===== config.mk =====
export PLATFORM = sky130hd
export DESIGN_NAME = id_ex_pipe_reg
export DESIGN_NICKNAME = d
export VERILOG_FILES = /design/src/rtl/id_ex_pipe_reg.sv
export SDC_FILE = /design/constraint.sdc
export NUM_CORES = 1
export LEC_CHECK = 0
export CAP_MARGIN = 25
export CELL_PAD_IN_SITES_DETAIL_PLACEMENT = 1
export CELL_PAD_IN_SITES_GLOBAL_PLACEMENT = 1
export CORE_UTILIZATION = 27
export CTS_CLUSTER_SIZE = 16
export DETAILED_ROUTE_END_ITERATION = 10
export GPL_ROUTABILITY_DRIVEN = 0
export GPL_TIMING_DRIVEN = 0
export PLACE_DENSITY_LB_ADDON = 0.08
export SYNTH_ARGS = -nofsm -noshare
export SYNTH_HDL_FRONTEND = slang
export SYNTH_SLANG_ARGS = --single-unit

===== constraint.sdc =====
create_clock -name clk -period 0.8 [get_ports clk]
set_clock_uncertainty 0.1 [all_clocks]
set_input_delay 0.16 -clock clk [delete_from_list [all_inputs] [get_ports clk]]
set_output_delay 0.16 -clock clk [all_outputs]
set_load 0.005 [all_outputs]

===== src/rtl/id_ex_pipe_reg.sv =====
// ID/EX pipeline register with flush > hold > stall > load priority and a VALID/BUBBLE tag.
// Optional bubble counter enabled by defining ID_EX_BUBBLE_CNT_EN.
module id_ex_pipe_reg (
    input  logic        clk,
    input  logic        rst_n,
    input  logic        stall,
    input  logic        flush,
    input  logic        hold,
    input  logic        reg_dst_id,
    input  logic        alu_src_id,
    input  logic [2:0]  alu_op_id,
    input  logic        mem_read_id,
    input  logic        mem_write_id,
    input  logic        reg_write_id,
    input  logic        mem_to_reg_id,
    input  logic [31:0] pc_plus4_id,
    input  logic [31:0] rd1_id,
    input  logic [31:0] rd2_id,
    input  logic [31:0] imm_id,
    input  logic [4:0]  rs_id,
    input  logic [4:0]  rt_id,
    input  logic [4:0]  rd_id,
    output logic        reg_dst_ex,
    output logic        alu_src_ex,
    output logic [2:0]  alu_op_ex,
    output logic        mem_read_ex,
    output logic        mem_write_ex,
    output logic        reg_write_ex,
    output logic        mem_to_reg_ex,
    output logic [31:0] pc_plus4_ex,
    output logic [31:0] rd1_ex,
    output logic [31:0] rd2_ex,
    output logic [31:0] imm_ex,
    output logic [4:0]  rs_ex,
    output logic [4:0]  rt_ex,
    output logic [4:0]  rd_ex,
    output logic        valid_ex
`ifdef ID_EX_BUBBLE_CNT_EN
    ,
    output logic [15:0] bubble_cnt
`endif
);

    typedef struct packed {
        logic       reg_dst;
        logic       alu_src;
        logic [2:0] alu_op;
        logic       mem_read;
        logic       mem_write;
        logic       reg_write;
        logic       mem_to_reg;
    } ctrl_t;

    typedef struct packed {
        logic [31:0] pc_plus4;
        logic [31:0] rd1;
        logic [31:0] rd2;
        logic [31:0] imm;
        logic [4:0]  rs;
        logic [4:0]  rt;
        logic [4:0]  rd;
    } data_t;

    typedef enum logic {BUBBLE = 1'b0, VALID = 1'b1} state_t;

    state_t state_q, state_d;
    ctrl_t  ctrl_q, ctrl_d, ctrl_in;
    data_t  data_q, data_d, data_in;

    assign ctrl_in = '{reg_dst_id, alu_src_id, alu_op_id, mem_read_id,
                       mem_write_id, reg_write_id, mem_to_reg_id};
    assign data_in = '{pc_plus4_id, rd1_id, rd2_id, imm_id, rs_id, rt_id, rd_id};

    always_ff @(posedge clk or negedge rst_n) begin
        if (!rst_n) state_q <= BUBBLE;
        else        state_q <= state_d;
    end

    // Bubbles always carry a zero control word, so they can never write memory or registers.
    always_comb begin
        state_d = state_q;
        ctrl_d  = ctrl_q;
        data_d  = data_q;
        if (flush) begin
            state_d = BUBBLE;
            ctrl_d  = '0;
            data_d  = '0;
        end else if (!hold) begin
            data_d = data_in;
            if (stall) begin
                state_d = BUBBLE;
                ctrl_d  = '0;
            end else begin
                state_d = VALID;
                ctrl_d  = ctrl_in;
            end
        end
    end

    always_ff @(posedge clk or negedge rst_n) begin
        if (!rst_n) begin
            ctrl_q <= '0;
            data_q <= '0;
        end else begin
            ctrl_q <= ctrl_d;
            data_q <= data_d;
        end
    end

    assign reg_dst_ex    = ctrl_q.reg_dst;
    assign alu_src_ex    = ctrl_q.alu_src;
    assign alu_op_ex     = ctrl_q.alu_op;
    assign mem_read_ex   = ctrl_q.mem_read;
    assign mem_write_ex  = ctrl_q.mem_write;
    assign reg_write_ex  = ctrl_q.reg_write;
    assign mem_to_reg_ex = ctrl_q.mem_to_reg;
    assign pc_plus4_ex   = data_q.pc_plus4;
    assign rd1_ex        = data_q.rd1;
    assign rd2_ex        = data_q.rd2;
    assign imm_ex        = data_q.imm;
    assign rs_ex         = data_q.rs;
    assign rt_ex         = data_q.rt;
    assign rd_ex         = data_q.rd;
    assign valid_ex      = (state_q == VALID);

`ifdef ID_EX_BUBBLE_CNT_EN
    logic [15:0] bubble_q;

    // A flush under hold does not count; the counter saturates rather than wrapping.
    always_ff @(posedge clk or negedge rst_n) begin
        if (!rst_n)
            bubble_q <= '0;
        else if (!hold && (flush || stall) && bubble_q != 16'hFFFF)
            bubble_q <= bubble_q + 16'd1;
    end

    assign bubble_cnt = bubble_q;
`endif

endmodule


# --- Word-level counts from Yosys, hierarchy flattened ---
# Index checks and enable logic that the tools add are counted.
# W data, S select, Z words.
op_classes:
  n_addsub: 0
  n_shift: 0
  n_lt_le_gt_ge: 0
  mul: 0
  n_div: 0
  bitwise: 0
  mux: 8
  eq_ne: 1
  n_reduce_logical: 0
op_table:
  columns: ["operator", "count"]
  rows:
  - ["$mux W143", 2]
  - ["$mux W9", 3]
  - ["$mux W1", 3]
  - ["$ne A2 B2 Y1 const B", 1]
totals:
  rom_bits: 0
  ramBits: 0
  register_bits: 153
  mem_count: 0
  latch_bits: 0
  elab_cells: 24
  in_bits: 157

# --- Logic depth before layout (Yosys ltp) ---
# Gate-level depths: netlist of run 1.
depth:
  ltp_word: 3
  mapped_depth: 4

# --- Worst setup path before layout of run 1 ---
# Ideal clock, no wire load.
synth_timing:
  kind: "input port to flip-flop"
  startpoint: "in hold"
  endpoint: "reg ctrl_q, in the netlist alu_op_ex[0]"
  cell_stages: 4
  slack_ps: -207
  n_path_buf: 2
  arrival_time_ps: 786
  setup_time_ps: 122
  cell_sequence: "buf_4 > nor2b_1 > buf_4 > a32o_1"
synth_via:
  elab_chain_len: 1
synth_lines:
  columns: ["item", "line", "rtl"]
  rows:
  - ["from (decl)", "8", "input logic hold,"]
  - ["$ne A2 B2 Y1 (no line)", null, null]
  - ["to (signal assigned)", "105", "ctrl_q <= ctrl_d;"]
  - ["to (decl)", "67", "ctrl_t ctrl_q, ctrl_d, ctrl_in;"]
# No other way between the ends.
# A chain may end at the register's enable or synchronous reset.

# --- Worst setup path in the final report of run 1 ---
layout_timing:
  startpoint: "reg data_q, in the netlist rs_ex[4]"
  endpoint: "out rs_ex[4]"
layout_lines:
  columns: ["item", "line", "rtl"]
  rows:
  - ["from (decl)", "68", "data_t data_q, data_d, data_in;"]
  - ["from (signal assigned)", "106", "data_q <= data_d;"]
  - ["to (decl)", "34", "output logic [4:0] rs_ex,"]
# No word-level cell between the ends.

==> results of run 1 <==
[through the flow]
| step | total power, µW | area, µm² | utilization | TNS (ns) |
|---|---|---|---|---|
| after global routing | 20600 | 10500 | 0.474 | -80.19 |
| final | 19700 | 10500 | 0.474 | -68.49 |
| after floorplan | 9570 | 6240 | - | -10.87 |
| after global placement | 11600 | 9670 | 0.438 | -1199.55 |
| after detailed placement | 11700 | 9700 | 0.439 | -201.01 |
| after CTS | 19800 | 10100 | 0.455 | -68.71 |
[synthesized netlist by cell type]
cell type / instances / share of area
nor2_2: 1 / 0.0010
buf_6: 14 / 0.026
buf_4: 3 / 0.0037
a32o_1: 9 / 0.015
inv_2: 1 / 0.00061
a211oi_1: 1 / 0.0012
nor2b_1: 2 / 0.0020
buf_1: 8 / 0.0049
dfrtp_1: 153 / 0.62
buf_2: 8 / 0.0065
mux2i_1: 143 / 0.23
nor2_1: 143 / 0.087
[report_power, final]
group | switching, µW | total, µW | internal, µW | leakage [µW]
Clock | 3230 | 8090 | 4870 | 0.000278
Combinational | 1290 | 3230 | 1940 | 0.00323
Sequential | 235 | 8400 | 8170 | 0.00203
[cell type report]
| class | instances | area (µm²) | area share |
|---|---|---|---|
| Sequential cell | 153 | 3830 | 0.366 |
| Timing Repair Buffer | 396 | 3230 | 0.308 |
| Multi-Input combinational cell | 299 | 2150 | 0.205 |
| Clock buffer | 18 | 429 | 0.0410 |
| Tap cell | 280 | 350 | 0.0334 |
| Buffer | 30 | 329 | 0.0314 |
| Clock inverter | 12 | 154 | 0.0147 |
| Inverter | 1 | 3.75 | 0.000358 |
[state kept, by name, indices dropped and copies added (netlist names)]
signal,flops
pc_plus4_ex,32
mem_write_ex,1
rd2_ex,32
reg_dst_ex,1
rd_ex,5
valid_ex,1
mem_to_reg_ex,1
rd1_ex,32
alu_op_ex,3
rt_ex,5
mem_read_ex,1
imm_ex,32
alu_src_ex,1
reg_write_ex,1
rs_ex,5
[layout by cell type (no fill, tap or decap)]
cell	count
clkdlybuf4s15_2	1
nor2_4	1
a211oi_2	1
clkbuf_16	17
a32o_1	8
bufinv_16	3
buf_2	151
clkinvlp_4	3
nor2b_1	1
dlygate4sd2_1	1
a32o_2	1
clkdlybuf4s50_1	152
mux2i_4	2
bufbuf_16	1
nor2_2	6
buf_6	42
mux2i_2	3
buf_8	10
clkinv_4	3
buf_12	6
nor2b_2	1
clkbuf_1	1
buf_16	1
clkinv_2	3
nor2_1	137
mux2i_1	138
inv_2	1
dfrtp_1	153
buf_4	61
[cell families after synthesis]
logic type | Yosys count
AOI/OAI and AO/OA | 10
DFF | 153
buffers and inverters | 34
muxes | 143
and+or+nand+nor | 146
[path summary, 6_finish.rpt]
kind	startpoint	to	slack, ns	cells past startpoint
setup / recovery	rs_ex[4]	rs_ex[4]	-0.42	1
max in group asynchronous	rst_n	rd2_ex[3]	0.20	2
setup reg to reg	rd2_ex[27]	rd2_ex[27]	-0.26	4
hold / removal	rst_n	rd1_ex[26]	-0.43	1
hold reg to reg	pc_plus4_ex[26]	pc_plus4_ex[26]	0.41	2
min in group clk	hold	pc_plus4_ex[26]	-0.02	3
[layer usage]
metal  up-vias  GRT usage  routed length (µm)
met5         -          0                  13
met4         2     0.0582                 304
met3        24     0.0743                2050
met2       198      0.326               10700
met1      2617      0.199                8040
li1       2456          -                   -
[repair_timing]
| item | 4_1_cts | 5_1_grt |
|---|---|---|
| gates resized for setup | 642 | 40 |
| pin swaps | 9 | 45 |
| setup endpoints to repair | 306 | 387 |
| setup buffers | 50 | 50 |
| cloned | 1 | 0 |
| endpoints found under the hold margin | 69 | 68 |
==> flow_summary.json, run 1 <==
{
  "rows": 54,
  "cap_violations": 0,
  "cts.path.max_buffers": 2,
  "area_growth_pct": 69.8,
  "min_path_type": "input port to asynchronous set/reset pin",
  "drt-total-wl_mm": 21.1,
  "drive_above_1_share": 0.350,
  "grt_pass1_wl_mm": 32.7,
  "status": "finished, violations left",
  "synth-compound-area-share": 0.0158,
  "cp.required_ns": 0.54,
  "fin_crit_ns": 1.22,
  "core_mm2": 0.0221,
  "fillCellCount": 2372,
  "yosys_register_bits": 153,
  "crit_arrival_ns": 0.96,
  "syn-cell-area_mm2": 0.00617,
  "antennaDiodeCount": 0,
  "fmax_mhz": 820,
  "cts_tree": "built",
  "crit_buf_inv": 1,
  "numPlacedInstances": 1075,
  "muxShareOfSynthArea": 0.232,
  "die-area_mm2": 0.0235,
  "grt_max_degree": 87,
  "io_pins": 310,
  "whs_ns": -0.434,
  "worst_slew_pin_slew_ns": 0.567,
  "drt_pass1_iterations": 4,
  "ant_nets": 0,
  "crit_fanout": 2,
  "die_x_um": 153,
  "endpoint_kind": "output pin",
  "clk_pin_slew_ns": 0.06,
  "first_iter_violations": 193,
  "antenna_found_initial": 1,
  "slowest_delay_ns": 0.41,
  "grt-ovfl-total": 0,
  "dp_slack_ns": -0.869,
  "drc": 0,
  "insertion_delay_ns": 0.42,
  "h-tree-depth": 4,
  "hpwl_mm": 15.2,
  "power_density_mw_per_mm2": 1880,
  "cts-root-buf": "clkbuf_16",
  "vias": 5297,
  "grt_pass1_vias": 5854,
  "syn_nets": 643,
  "syn_area_per_cell_um2": 12.7,
  "rsz0062_at_grt": "true",
  "cp_cell_sequence": "buf_6",
  "vdd_drop_max_v": 0.00118,
  "drv_slew": 0,
  "wire_per_inst_um": 17.8,
  "setup_viol": 250,
  "hold_viol_final": 69,
  "die_h_um": 153,
  "p_leak_uw": 0.00554,
  "grtUsageTotal": 0.184,
  "synth-adder-area-share": 0,
  "cts_inserted_buffers": 17,
  "critPathKind": "register to output pin",
  "slowest_stage": "dfrtp_1",
  "fin_crit_sh": 1.52,
  "cp-start-kind": "register",
  "placement.io_buffers": 308,
  "synth_seq_area_share": 0.621,
  "finalNetCount": 1055,
  "synth.distinct_cells": 12,
  "cp_top_family": "flip-flops",
  "start_util": 0.279,
  "violations": "hold timing, setup timing",
  "setup_ws_ns": -0.420,
  "relSlewSlack": 0.622,
  "cts.sinks": 153,
  "synthXorXnorAreaFrac": 0,
  "vias_per_cell": 4.46,
  "synth_top_family_by_area": "multiplexers",
  "netlist_instances": 486,
  "synth-simple-area-share": 0.0901,
  "fin_cells": 1189,
  "yosysWarningCount": 0
}
(Power assumes the default switching activity.)
==> run 2, diff against run 1 <==
Settings changed: CORE_MARGIN set to 2.
==> flow_summary.json, run 2 (synthesis results as in run 1) <==
{
  "start_util": 0.274,
  "placement.io_buffers": 308,
  "cp_top_family": "flip-flops",
  "first_iter_violations": 117,
  "die-area_mm2": 0.0241,
  "grt-ovfl-total": 0,
  "layout_commonest_cell": "dfrtp_1",
  "slowest_delay_ns": 0.40,
  "status": "finished, violations left",
  "relSlewSlack": 0.627,
  "drc": 0,
  "finalNetCount": 1059,
  "p_leak_uw": 0.00558,
  "slowest_stage": "dfrtp_1",
  "clk_pin_slew_ns": 0.07,
  "endpoint_kind": "output pin",
  "power_density_mw_per_mm2": 1940,
  "drive_above_1_share": 0.353,
  "core_mm2": 0.0225,
  "vias_per_cell": 4.42,
  "hold_viol_final": 73,
  "grt_max_degree": 84,
  "setup_ws_ns": -0.426,
  "io_pins": 310,
  "critPathKind": "register to output pin",
  "crit_fanout": 2,
  "wire_per_inst_um": 17.9,
  "cap_violations": 0,
  "r2r_start": "rd1_ex[9]",
  "cp_cell_sequence": "buf_2",
  "rsz0062_at_grt": "true",
  "die_h_um": 155,
  "grt_pass1_vias": 5836,
  "drt_pass1_iterations": 4,
  "ant_nets": 0,
  "violations": "hold timing, setup timing",
  "cts.sinks": 153,
  "min_path_type": "input port to asynchronous set/reset pin",
  "area_growth_pct": 71.8,
  "cts.path.max_buffers": 2,
  "cp-start-kind": "register",
  "antenna_found_initial": 2,
  "drv_slew": 0,
  "worst_slew_pin_slew_ns": 0.559,
  "die_x_um": 155,
  "fin_crit_sh": 1.53,
  "cts_tree": "built",
  "hpwl_mm": 15.3,
  "mostFrequentLayoutCells": "dfrtp_1, clkdlybuf4s50_1, buf_2, mux2i_1, nor2_1",
  "fmax_mhz": 816,
  "cp.required_ns": 0.54,
  "r2r-end": "rd1_ex[9]",
  "whs_ns": -0.421,
  "crit_arrival_ns": 0.97,
  "drt-total-wl_mm": 21.5,
  "insertion_delay_ns": 0.42,
  "fin_cells": 1200,
  "vias": 5307,
  "grt_pass1_wl_mm": 31.8,
  "cts-root-buf": "clkbuf_16",
  "numPlacedInstances": 1080,
  "grtUsageTotal": 0.174,
  "r2r_cells": 4,
  "cts_inserted_buffers": 17,
  "ff2ff_setup_slack_ns": -0.22,
  "rows": 55,
  "fin_crit_ns": 1.23,
  "dp_slack_ns": -0.863,
  "setup_viol": 252,
  "h-tree-depth": 4,
  "vdd_drop_max_v": 0.00140,
  "crit_buf_inv": 1
}
run 2: cell count changes in the layout (fill, tap and decap cells not counted), sizes merged, moves of 2 or more:
cell,previous run,this run
clkbuf,18,22
buf,271,274
inv,1,3
bufinv,3,5
clkinvlp,3,1
clkinv,6,3
run 2: layout make-up:
| type | count | area (µm²) |
|---|---|---|
| Multi-Input combinational cell | 300 | 2170 |
| Inverter | 1 | 3.75 |
| Antenna cell | 1 | 2.50 |
| Timing Repair Buffer | 396 | 3200 |
| Sequential cell | 153 | 3830 |
| Fill cell | 2436 | 11900 |
| Clock inverter | 11 | 194 |
| Clock buffer | 20 | 447 |
| Buffer | 33 | 392 |
| Tap cell | 285 | 357 |
run 2: what timing repair did:
| item | 4_1_cts | 5_1_grt |
|---|---|---|
| cloned | 1 | 2 |
| hold endpoints to repair | 73 | 71 |
| pin swaps | 11 | 33 |
| buffers inserted | 55 | 47 |
| endpoints found under the setup margin | 306 | 386 |
| gates resized for setup | 650 | 56 |
run 2: through the flow:
stage	setup TNS [ns]	area [µm²]	util	hold slack (ns)	total power [µW]
6_report	-69.84	10600	0.471	-0.421	20600
5_1_grt	-81.71	10600	0.471	-0.391	21500
4_1_cts	-70.16	10100	0.450	-0.348	20600
3_5_place_dp	-202.46	9710	0.431	0.121	11700
3_3_place_gp	-1199.68	9680	0.430	0.378	11600
2_1_floorplan	-10.87	6240	-	-0.236	9570
run 2: worst max path at each step:
stage                               end  slack, ns  cells past startpoint           from
after global routing          rd2_ex[6]      -0.47                      1      rd2_ex[6]
after floorplan            alu_op_ex[0]      -0.16                      4           hold
after global placement         rd_ex[3]      -6.79                      1          rst_n
after CTS                 mem_to_reg_ex      -0.44                      1  mem_to_reg_ex
final                         rd2_ex[8]      -0.43                      1      rd2_ex[8]
after detailed placement      rd2_ex[9]      -0.86                      4          flush
run 2: power by group:
| group | internal, µW | total, µW | switching [µW] |
|---|---|---|---|
| clock | 5620 | 8890 | 3270 |
| sequential | 8170 | 8410 | 241 |
| combinational | 1960 | 3270 | 1310 |
| total | 15700 | 20600 | 4820 |
run 2: layer usage:
metal  vias up  routed length, µm  GRT usage
li1       2467                  -          -
met1      2576               8000      0.187
met2       217              10800      0.302
met3        45               1940     0.0705
met4         2                700     0.0789
met5         -                  8          0
